[config.mk]
export PLATFORM = sky130hd
export DESIGN_NAME = signal_scan_ctrl
export DESIGN_NICKNAME = d
export VERILOG_FILES = /design/src/rtl/signal_scan_ctrl.sv
export SDC_FILE = /design/constraint.sdc
export NUM_CORES = 1
export LEC_CHECK = 0
export CAP_MARGIN = 40
export CORE_MARGIN = 1.5
export CORE_UTILIZATION = 40
export CTS_BUF_LIST = sky130_fd_sc_hd__clkbuf_4
export CTS_CLUSTER_SIZE = 12
export DETAILED_ROUTE_END_ITERATION = 7
export MAX_ROUTING_LAYER = met4
export PLACE_DENSITY = 0.68
export SLEW_MARGIN = 10
export SYNTH_ARGS = -nofsm -noshare
export SYNTH_HDL_FRONTEND = slang
export SYNTH_SLANG_ARGS = --single-unit
export TNS_END_PERCENT = 1
[constraint.sdc]
create_clock -name i_clk -period 2.1 [get_ports i_clk]
set_input_delay 0.42 -clock i_clk [delete_from_list [all_inputs] [get_ports i_clk]]
set_output_delay 0.42 -clock i_clk [all_outputs]
set_load 0.005 [all_outputs]
[src/rtl/signal_scan_ctrl.sv]
// -----------------------------------------------------------------------------
// signal_scan_ctrl
//
// Time-shares one edge-counting activity detector across N_CH input lines.
// Channels are visited round-robin. Each unmasked channel gets a 2-cycle settle,
// a DWELL-cycle counting window and a 1-cycle update. A masked channel costs a
// single update cycle and is forced not-present. Presence changes are latched
// into a sticky per-channel change vector that the host clears with i_ack.
//
// Ports
//   i_clk        clock, all logic on the rising edge
//   i_resetn     synchronous active-low reset
//   i_in         asynchronous monitored lines (synchronized internally)
//   i_enable     scanning runs while high; low parks the FSM in IDLE
//   i_mask       1 = channel skipped and forced not-present
//   i_ack        clears pending change report (chg / chg_vec)
//   o_present    registered presence per channel
//   o_chg        sticky "presence changed" flag (OR of o_chg_vec)
//   o_chg_vec    channels whose presence changed since the last ack
//   o_scan_done  1-cycle pulse one cycle after the last channel's update
//   o_cur_ch     channel currently selected
// -----------------------------------------------------------------------------
module signal_scan_ctrl #(
  parameter int N_CH      = 8,
  parameter int DWELL     = 1000,
  parameter int MIN_EDGES = 2
) (
  input  logic                      i_clk,
  input  logic                      i_resetn,
  input  logic [N_CH-1:0]           i_in,
  input  logic                      i_enable,
  input  logic [N_CH-1:0]           i_mask,
  input  logic                      i_ack,
  output logic [N_CH-1:0]           o_present,
  output logic                      o_chg,
  output logic [N_CH-1:0]           o_chg_vec,
  output logic                      o_scan_done,
  output logic [$clog2(N_CH)-1:0]   o_cur_ch
);

  localparam int CH_W = $clog2(N_CH);

  typedef enum logic [1:0] {
    S_IDLE,
    S_SETTLE,
    S_DWELL,
    S_UPDATE
  } state_t;

  state_t            r_state;
  state_t            w_next_state;

  logic [N_CH-1:0]   r_sync1;
  logic [N_CH-1:0]   r_sync2;
  logic              r_prev;
  logic [7:0]        r_edges;
  logic [15:0]       r_dwell_cnt;
  logic              r_settle_cnt;
  logic [CH_W-1:0]   r_cur_ch;
  logic [N_CH-1:0]   r_present;
  logic [N_CH-1:0]   r_chg_vec;
  logic              r_chg;
  logic              r_scan_done;

  logic              w_sel;
  logic              w_mask_cur;
  logic              w_last_ch;
  logic [CH_W-1:0]   w_next_ch;
  logic              w_next_masked;
  logic              w_new_val;
  logic              w_changed;

  // Datapath controls decoded from the FSM.
  logic              w_in_settle;
  logic              w_in_dwell;
  logic              w_load_dwell;
  logic              w_do_update;
  logic [N_CH-1:0]   w_ch_onehot;
  logic [N_CH-1:0]   w_chg_vec_nxt;

  assign w_sel         = r_sync2[r_cur_ch];
  assign w_mask_cur    = i_mask[r_cur_ch];
  assign w_last_ch     = (r_cur_ch == CH_W'(N_CH - 1));
  assign w_next_ch     = w_last_ch ? '0 : r_cur_ch + CH_W'(1);
  assign w_next_masked = i_mask[w_next_ch];
  assign w_new_val     = !w_mask_cur && (r_edges >= 8'(MIN_EDGES));
  assign w_changed     = (w_new_val != r_present[r_cur_ch]);

  // ---------------------------------------------------------------------------
  // FSM state register
  // ---------------------------------------------------------------------------
  // NOTE: sequential state uses non-blocking assignments so every flop samples
  // pre-edge values regardless of process evaluation order.
  always_ff @(posedge i_clk) begin
    if (!i_resetn) r_state <= S_IDLE;
    else           r_state <= w_next_state;
  end

  // ---------------------------------------------------------------------------
  // FSM next-state logic
  // ---------------------------------------------------------------------------
  always_comb begin
    // NOTE: default assignment first so no path leaves the signal unassigned,
    // which would otherwise infer a latch.
    w_next_state = r_state;
    if (!i_enable) begin
      w_next_state = S_IDLE;
    end else begin
      unique case (r_state)
        S_IDLE:   w_next_state = w_mask_cur ? S_UPDATE : S_SETTLE;
        S_SETTLE: if (r_settle_cnt) w_next_state = S_DWELL;
        S_DWELL:  if (r_dwell_cnt == 16'd0) w_next_state = S_UPDATE;
        S_UPDATE: w_next_state = w_next_masked ? S_UPDATE : S_SETTLE;
        default:  w_next_state = S_IDLE;
      endcase
    end
  end

  // ---------------------------------------------------------------------------
  // FSM output decode
  // ---------------------------------------------------------------------------
  always_comb begin
    w_in_settle  = (r_state == S_SETTLE);
    w_in_dwell   = (r_state == S_DWELL);
    w_load_dwell = (w_next_state == S_DWELL) && (r_state != S_DWELL);
    // An update with enable low is abandoned, leaving all reported state intact.
    w_do_update  = (r_state == S_UPDATE) && i_enable;

    w_ch_onehot            = '0;
    w_ch_onehot[r_cur_ch]  = 1'b1;

    // Ack drops the bits set before this cycle; a change reported in the same
    // cycle is OR-ed back in afterwards so the new change is never lost.
    w_chg_vec_nxt = i_ack ? '0 : r_chg_vec;
    if (w_do_update && w_changed) w_chg_vec_nxt = w_chg_vec_nxt | w_ch_onehot;
  end

  // ---------------------------------------------------------------------------
  // Datapath
  // ---------------------------------------------------------------------------
  always_ff @(posedge i_clk) begin
    if (!i_resetn) begin
      r_sync1      <= '0;
      r_sync2      <= '0;
      r_prev       <= 1'b0;
      r_edges      <= '0;
      r_dwell_cnt  <= '0;
      r_settle_cnt <= 1'b0;
      r_cur_ch     <= '0;
      r_present    <= '0;
      r_chg_vec    <= '0;
      r_chg        <= 1'b0;
      r_scan_done  <= 1'b0;
    end else begin
      r_sync1 <= i_in;
      r_sync2 <= r_sync1;

      // Set only while a first settle cycle is followed by a second, so an
      // abandoned settle always restarts with the full two cycles.
      r_settle_cnt <= w_in_settle && (w_next_state == S_SETTLE);

      if (w_in_settle) begin
        r_prev  <= w_sel;
        r_edges <= '0;
      end else if (w_in_dwell) begin
        r_prev <= w_sel;
        if ((w_sel != r_prev) && (r_edges != 8'hFF)) r_edges <= r_edges + 8'd1;
      end

      if (w_load_dwell)                           r_dwell_cnt <= 16'(DWELL - 1);
      else if (w_in_dwell && r_dwell_cnt != 16'd0) r_dwell_cnt <= r_dwell_cnt - 16'd1;

      if (w_do_update) begin
        r_cur_ch <= w_next_ch;
        if (w_changed) r_present[r_cur_ch] <= w_new_val;
      end

      r_chg_vec   <= w_chg_vec_nxt;
      r_chg       <= |w_chg_vec_nxt;
      r_scan_done <= w_do_update && w_last_ch;
    end
  end

  assign o_present   = r_present;
  assign o_chg       = r_chg;
  assign o_chg_vec   = r_chg_vec;
  assign o_scan_done = r_scan_done;
  assign o_cur_ch    = r_cur_ch;

endmodule

==> results list, run 1 <==
- Result of the run: complete, no violations
* Number of instances in the synthesized netlist: approximately 350
* Area occupied by multi-input gates: 1770 um2
- In this run the most used layer during global routing was met2.
- Layout cell share with drive strength beyond 1: 0.142
- Grt met1 use: 0.215
* Clock tree buffer depth: 2
* Category of the critical setup timing path: flip-flop to primary output
- The number of clock buffers added by TritonCTS is 9.
- Wirelength, routed: approximately 6.7 mm
- The analysis attributes to cell leakage a power of approximately 0.0015 uW.
* Post-synth top cells: dfxtp_1 (65), nor2_1 (36), nand2_1 (35), and2_1 (20), xor2_1 (16)
- Yosys warning count: 0
- Clock period minus worst slack: approximately 2.0 ns
* Number of nets still failing antenna checks after routing: 0
- Global-route congestion overflow total: 0
- In this run the worst setup path begins at o_cur_ch[2]$_SDFFE_PN0P_.
* Critical path data arrival time: ~1.6 ns
* Level count of the clock H-tree: 3
- The worst setup path is captured at a primary output.
- The routed layout has about 2700 vias.
- Die width: just over 90 um
* Via/cell ratio: roughly 5.2
- Setup Skew: between 0.015 and 0.02 ns
* Number of hold violations in the final report: 0
- Once detailed placement completed, the half-perimeter wirelength came to 4.78 mm.
* TritonCTS clock tree: yes
* Global-route wire length before repair: 11.8 mm
- After floorplanning, the core was divided into 32 placement rows.
- Pin count of the biggest net entering global routing: 46
- After detailed routing, the number of remaining DRC violations is 0.
* Count of buffers from port buffering: 40
- Critical path fanouts, max: 15
- In this run the mean area of a mapped cell was between 9 and 10 um2.
- Final Max Tran Viols: 0
- Wire per inst: 13.0 um
* Share of synthesized registers carrying an async set or reset: 0
- The share of the Yosys chip area taken by registers is 0.411.
- Setup repair after global routing could not meet its margin everywhere.
- Required time reported for the critical path endpoint: between 1.5 and 2 ns
* Transition at the pin with the smallest max-transition slack: ~0.36 ns
- The worst setup path is launched from a flip-flop.
- Of the post-synthesis cell area, the dominant cell type holds 0.411.
- For met3 alone, demand over resource in global routing was 0.0539.
- Hold depth: 1
- Type of the most critical hold path: flip-flop to flip-flop
- Rel. slew slack: 0.761
* Gr usage total: 0.179
- Buffers inserted to repair hold after CTS numbered 0.
- Total die area: 8450 um2
- Synthesized net count: 375
- At the end of the flow the core is filled with cells to 0.514.
- The initial antenna violation count came to 0.
- Measured in cells, the most critical reg-to-reg path has a length of 7.
- After clock tree synthesis, the clock-pin slew on the worst setup and hold paths is between 0.1 and 0.15 ns.
* Top area cells in the synthesized netlist: dfxtp_1 (41%), xor2_1 (4.4%), nor2_1 (4.3%), nand2_1 (4.2%), and2_1 (4.0%)
- Iteration count of the initial detailed-routing pass: 4
- In the post-synthesis netlist, the cell with the most instances is dfxtp_1.
- Number of fill cells in the layout: 746
- Leading area contributor after synthesis: dfxtp_1
- Relative to the synthesized area, the layout overhead comes to 24.8%.
- Yosys mapped a number of flops with a built-in enable equal to 0.
- RR Startpoint: r_state[1]$_SDFF_PN0_
- The mapped netlist covers between 3000 and 4000 um2.
- The later pin in the worst-skew pair is clocked with a latency of a little over 0.4 ns.
- Final setup vio count: 0
- For met2 alone, demand over resource in global routing was 0.291.
* Highest clock rate: just under 0.5 GHz
- The clock drives 65 sinks.
* Root cell of the clock tree: clkbuf_4
- In the synthesized netlist the dominant register cell turns out to be dfxtp_1.
- Count of boundary I/O pins: 41
- In the final layout, flip-flops and latches occupy between 1000 and 1500 um2.
- Worst Hold Slack: around 0.44 ns
- Antenna diodes: 0
- Pwr dens: approximately 660 nW/um2
- The number of global-route vias before repair came to 2635.
- Distinct cell type count of the synthesized netlist: 57
* Final Wtd Congestion: approximately 0.86
- Startpoint of the most critical hold path: r_sync1[2]$_SDFF_PN0_
- Total of flip-flops plus latches after synthesis: 65
- Across the run, the number of max-cap violations was 0.
* Core area: approximately 7700 um2
- Starting DRT DRC Count: 100
- The final layout contains approximately 430 nets.
* Overall die height: roughly 92 um
- IR analysis of the VDD net gives a maximum drop of around 0.00060 V.
- Initial Utilization: 0.411
- Dividing the final minimum period by the clock period gives 0.958.
==> where the power goes <==
part / switching (uW) / leakage [uW] / internal, uW
sequential: 61.3 / 0.000530 / 1300
clock: 482 / 0.0000581 / 240
combinational: 289 / 0.000906 / 246
total: 832 / 0.00149 / 1780
==> cell usage in the layout (no fill, tap or decap), drive strengths merged, types with 3 or more instances in the layout <==
cell	synthesis	routed
a21boi	10	10
a21oi	8	8
a31oi	3	3
and2	20	20
and3	3	3
buf	7	22
clkbuf	7	9
clkdlybuf4s50	0	40
clkinv	0	3
clkinvlp	0	3
dfxtp	65	65
ha	10	10
inv	10	11
mux2i	6	6
mux4	3	3
nand2	35	35
nand2b	4	4
nand3	14	14
nand3b	4	4
nand4	3	3
nor2	36	36
nor2b	3	3
nor3	9	9
nor4	6	6
o211ai	4	4
o21a	3	3
o21ai	13	13
o31ai	4	4
o41ai	3	3
or3	3	3
or4	7	7
xnor2	5	5
xor2	16	16
==> metal layers <==
layer  vias up  part of all wire
met3         6             0.042
met4         0            0.0095
met2        48              0.48
met1      1274              0.47
li1       1342                 -
met5         -                 0
==> critical path, cell delays in order, from the launching register on <==
cell             delay (ns)
dfxtp_1                0.49
buf_12                 0.19
clkdlybuf4s50_1        0.51
==> final timing paths <==
kind	endpoint	slack, ns
worst min-delay path	r_sync2[2]$_SDFF_PN0_	0.44
worst min register to register	r_sync2[2]$_SDFF_PN0_	0.44
worst max register to register	r_dwell_cnt[11]$_SDFFE_PP0P_	0.09
worst max-delay path	o_cur_ch[2]	0.09
==> metrics by stage <==
step	instances	total power (uW)	TNS (ns)	setup slack, ns	instance area [um2]
after floorplan	345	1740	0	0.0234	3160
after global placement	495	1900	-1.48	-0.120	3810
after detailed placement	495	1910	-2.17	-0.167	3810
after CTS	511	2640	0	0.0252	3930
after global routing	511	2780	-0.291	-0.0577	3950
final	511	2620	0	0.0872	3950
==> flip-flops by register name (all words and copies together) (netlist names) <==
name          flops
r_prev            1
r_sync2           8
o_scan_done       1
r_dwell_cnt      16
o_chg             1
r_state           2
r_edges           8
r_settle_cnt      1
o_present         8
o_cur_ch          3
o_chg_vec         8
r_sync1           8
==> cell families after synthesis <==
logic type	after synthesis	synth area share
flops	65	0.411
compound gates	62	0.149
buf+inv	24	0.0344
xor+xnor	21	0.0581
mux	11	0.0510
fa+ha+maj	10	0.0396
simple gates	152	0.257
==> timing repair <==
action	4_1_cts	5_1_grt
setup endpoints to repair	2	31
resized for setup	1	6
gates cloned	0	0
pin swaps	0	2
setup buffers	0	0
==> cell type report <==
cell class	count	area share
multi-input cells	256	0.448
well taps	102	0.0323
clock inverters	7	0.0117
repair buffers	62	0.151
clock buffers	9	0.0171
flip-flops and latches	65	0.331
inverters	10	0.00951
Note: power is estimated with default switching activity, not from simulation.
==> inputs of run 2 (changes only) <==
==> constraint.sdc (replaced) <==
create_clock -name i_clk -period 2.1 [get_ports i_clk]
set_input_delay 0.42 -clock i_clk [delete_from_list [all_inputs] [get_ports i_clk]]
set_output_delay 0.42 -clock i_clk [all_outputs]
set_load 0.05 [all_outputs]
==> run 2 against run 1 <==
  * Clock skew down 0.0025 ns
  * Count of clock-buffer cells in the layout up 1
  * Critical path depth down 1
  * First-iteration DRC count up 18%
  * Register-to-register slack worse by 0.02 ns
  * Critical path type unchanged
  * Critical endpoint is now o_present[4]
  * Largest power group unchanged
==> results list, run 2 (same netlist as run 1, synthesis figures left out) <==
- The run finished with clean final reports.
- STA classifies the critical path startpoint as a flip-flop.
* Largest Register: r_dwell_cnt
- The detailed router finished its first iteration with approximately 120 violations.
- The final number of hold-violating endpoints was 0.
- In the final design database the tool counted 436 nets.
- Setup repair after global routing could not meet its margin everywhere.
* Number of fill cells in the layout: 700
- Largest stage delay on the critical path: approximately 0.82 ns
- Core area: 7690 um2
* Initial Utilization: 0.411
- Via count of the first global-routing pass: ~2600
- Drt drc: 0
- Overall die height: between 90 and 100 um
- The detail route stage leaves a number of antenna-violating nets equal to 0.
* Clock tree buffer depth: 2
- The register with the most flip-flops in the layout has 16 of them.
- Initial antenna violation count: 0
- Number of violations of the max-capacitance limit: 0
- The analysis attributes to cell leakage a power of 0.00167 uW.
* Switching fraction of total power: 0.291
- For this design, the sink count on the clock tree is 65.
- Pin count of the biggest net entering global routing: 46
- Dividing the detail-routed wire length by the instance count gives 13.2 um.
- Routability-driven placement finished with a final weighted congestion of between 0.8 and 0.9.
- TritonCTS built the clock tree.
- The share of total power dissipated in combinational logic is 0.185.
* DP Wirelength: 4.86 mm
- Level count of the clock H-tree: 3
- STA puts the critical path data arrival time at around 1.6 ns.
* Count of boundary I/O pins: between 40 and 50
* Met3 global-route usage: 0.0415
* Rel. slew slack: 0.661
- In this run the power density over the cells is ~700 nW/um2.
- Post-route insts no fill: approximately 510
* Cell Count Post-Placement: a little under 500
- Antenna diodes: 0
- At the pin with the least slew margin, the transition time is around 0.51 ns.
- Die width: about 92 um
* Total die area: 8450 um2
* Clock power share: 0.342
- Cts bufs inserted: 9
* Internal portion of total power: around 2000 uW
- Met2 Track Usage GR: 0.291
- Before antenna repair, the detailed router went through 4 iterations.
* Highest clock rate: slightly below 0.5 GHz
- The later pin in the worst-skew pair is clocked with a latency of between 0.4 and 0.5 ns.
- Gr usage total: 0.175
* Type of the most critical hold path: flip-flop to flip-flop
- The worst setup path is captured at a primary output.
* Switching power summed over all nets: approximately 840 uW
- Clock skew on the completed layout was measured at around 0.017 ns.
- The final route contains approximately 2700 vias.
- The critical path is of the flip-flop to primary output type.
- Wirelength, routed: 6.76 mm
- Global-route congestion overflow total: 0
- Via/cell ratio: between 5 and 6
- Summing all non-filler instances in the final layout gives an area of 4050 um2.
- In the finished design, the share of the clock period the worst path needs comes to 0.976.
- The share of total power dissipated in sequential elements is 0.473.
- Cells traversed along the worst timing path: clkdlybuf4s50_1
- For met1 alone, demand over resource in global routing was 0.200.
* Placed Instance Area: between 3000 and 4000 um2
- Most frequent standard cell in the layout excluding fill and tap cells: dfxtp_1
- For the finished layout, the period the worst path requires is ~2.0 ns.
* Critical path fanouts, max: 3
* Layout cell share with drive strength beyond 1: 0.165
- Final Max Tran Viols: 0
* Required time reported for the critical path endpoint: between 1.5 and 2 ns
- Root cell of the clock tree: clkbuf_4
- Leaving out fill and tap cells, the most frequent cells in the layout are dfxtp_1 (62), nor2_1 (36), nand2_1 (34), clkdlybuf4s50_1 (31), buf_4 (24).
- After clock tree synthesis, the clock-pin slew on the worst setup and hold paths is 0.12 ns.
- In this run the post-CTS setup repair buffer count came out at 0.
* Count of buffers from port buffering: 40
- Most crowded layer after global routing: met2
- Site Rows: 32
- Worst ir drop on vdd: between 0.0005 and 0.0006 V
- Together, buffers and inverters on the worst path number 1.
* P&R area growth vs syn: 28.0%
- Setup violations remaining at the end of the flow were counted as 0.
* Slowest CP cell: clkdlybuf4s50_1
- Global-route wire length before repair: 11.5 mm
- Delay-heaviest family, CP: buffers and inverters
[run 2: changes by cell type in the layout (fill, tap and decap cells not counted), sizes merged]
cell / delta
clkdlybuf4s50: -9
dlymetal6s2s: +6
buf: +4
bufinv: +2
clkbuf: +1
clkinv: -1
clkinvlp: -1
inv: -1
nand3b: +1
[run 2: stage by stage]
| step | setup TNS (ns) | total power, uW | hold slack, ns | utilization | worst slack (ns) |
|---|---|---|---|---|---|
| floorplan | -0.0288 | 1740 | 0.412 | - | -0.0201 |
| global placement | -1.54 | 1890 | 0.414 | 0.494 | -0.110 |
| detailed placement | -2.24 | 1900 | 0.419 | 0.494 | -0.188 |
| CTS | 0 | 2900 | 0.446 | 0.516 | 0.0106 |
| global route | -0.0402 | 3020 | 0.458 | 0.527 | -0.0194 |
| finish | 0 | 2870 | 0.441 | 0.527 | 0.0507 |
[run 2: worst paths after layout]
kind / to / cells past startpoint / startpoint / slack (ns)
max reg2reg: o_chg_vec[6]$_SDFF_PN0_ / 7 / o_cur_ch[1]$_SDFFE_PN0P_ / 0.07
min reg2reg: r_sync2[3]$_SDFF_PN0_ / 1 / r_sync1[3]$_SDFF_PN0_ / 0.44
max: o_present[4] / 1 / o_present[4]$_SDFFE_PN0P_ / 0.05
min: r_sync2[3]$_SDFF_PN0_ / 1 / r_sync1[3]$_SDFF_PN0_ / 0.44
[run 2: layout make-up]
class / instances / area [um2] / area share
Clock buffer: 10 / 75.1 / 0.0185
Clock inverter: 6 / 92.6 / 0.0229
Inverter: 10 / 37.5 / 0.00927
Multi-Input combinational cell: 257 / 1810 / 0.446
Sequential cell: 65 / 1310 / 0.323
Tap cell: 102 / 128 / 0.0315
Timing Repair Buffer: 63 / 601 / 0.148
[run 2: per-layer routing]
| layer | wire (um) | up-vias |
|---|---|---|
| met5 | 0 | - |
| met4 | 117 | 0 |
| met3 | 219 | 10 |
| met2 | 3210 | 49 |
| met1 | 3210 | 1281 |
| li1 | - | 1354 |
[run 2: timing repair]
action	CTS	global route
setup endpoints to repair	0	36
hold endpoints to repair	0	0
resized for setup	0	20
hold buffers	0	0
[run 2: power groups by stage]
| stage | Combinational, uW | Clock (uW) | Sequential (uW) |
|---|---|---|---|
| floorplan | 368 | 0 | 1380 |
| CTS | 523 | 1020 | 1360 |
| finish | 531 | 982 | 1360 |
| global route | 592 | 1060 | 1370 |
| global placement | 510 | 0 | 1380 |
| detailed placement | 519 | 0 | 1390 |
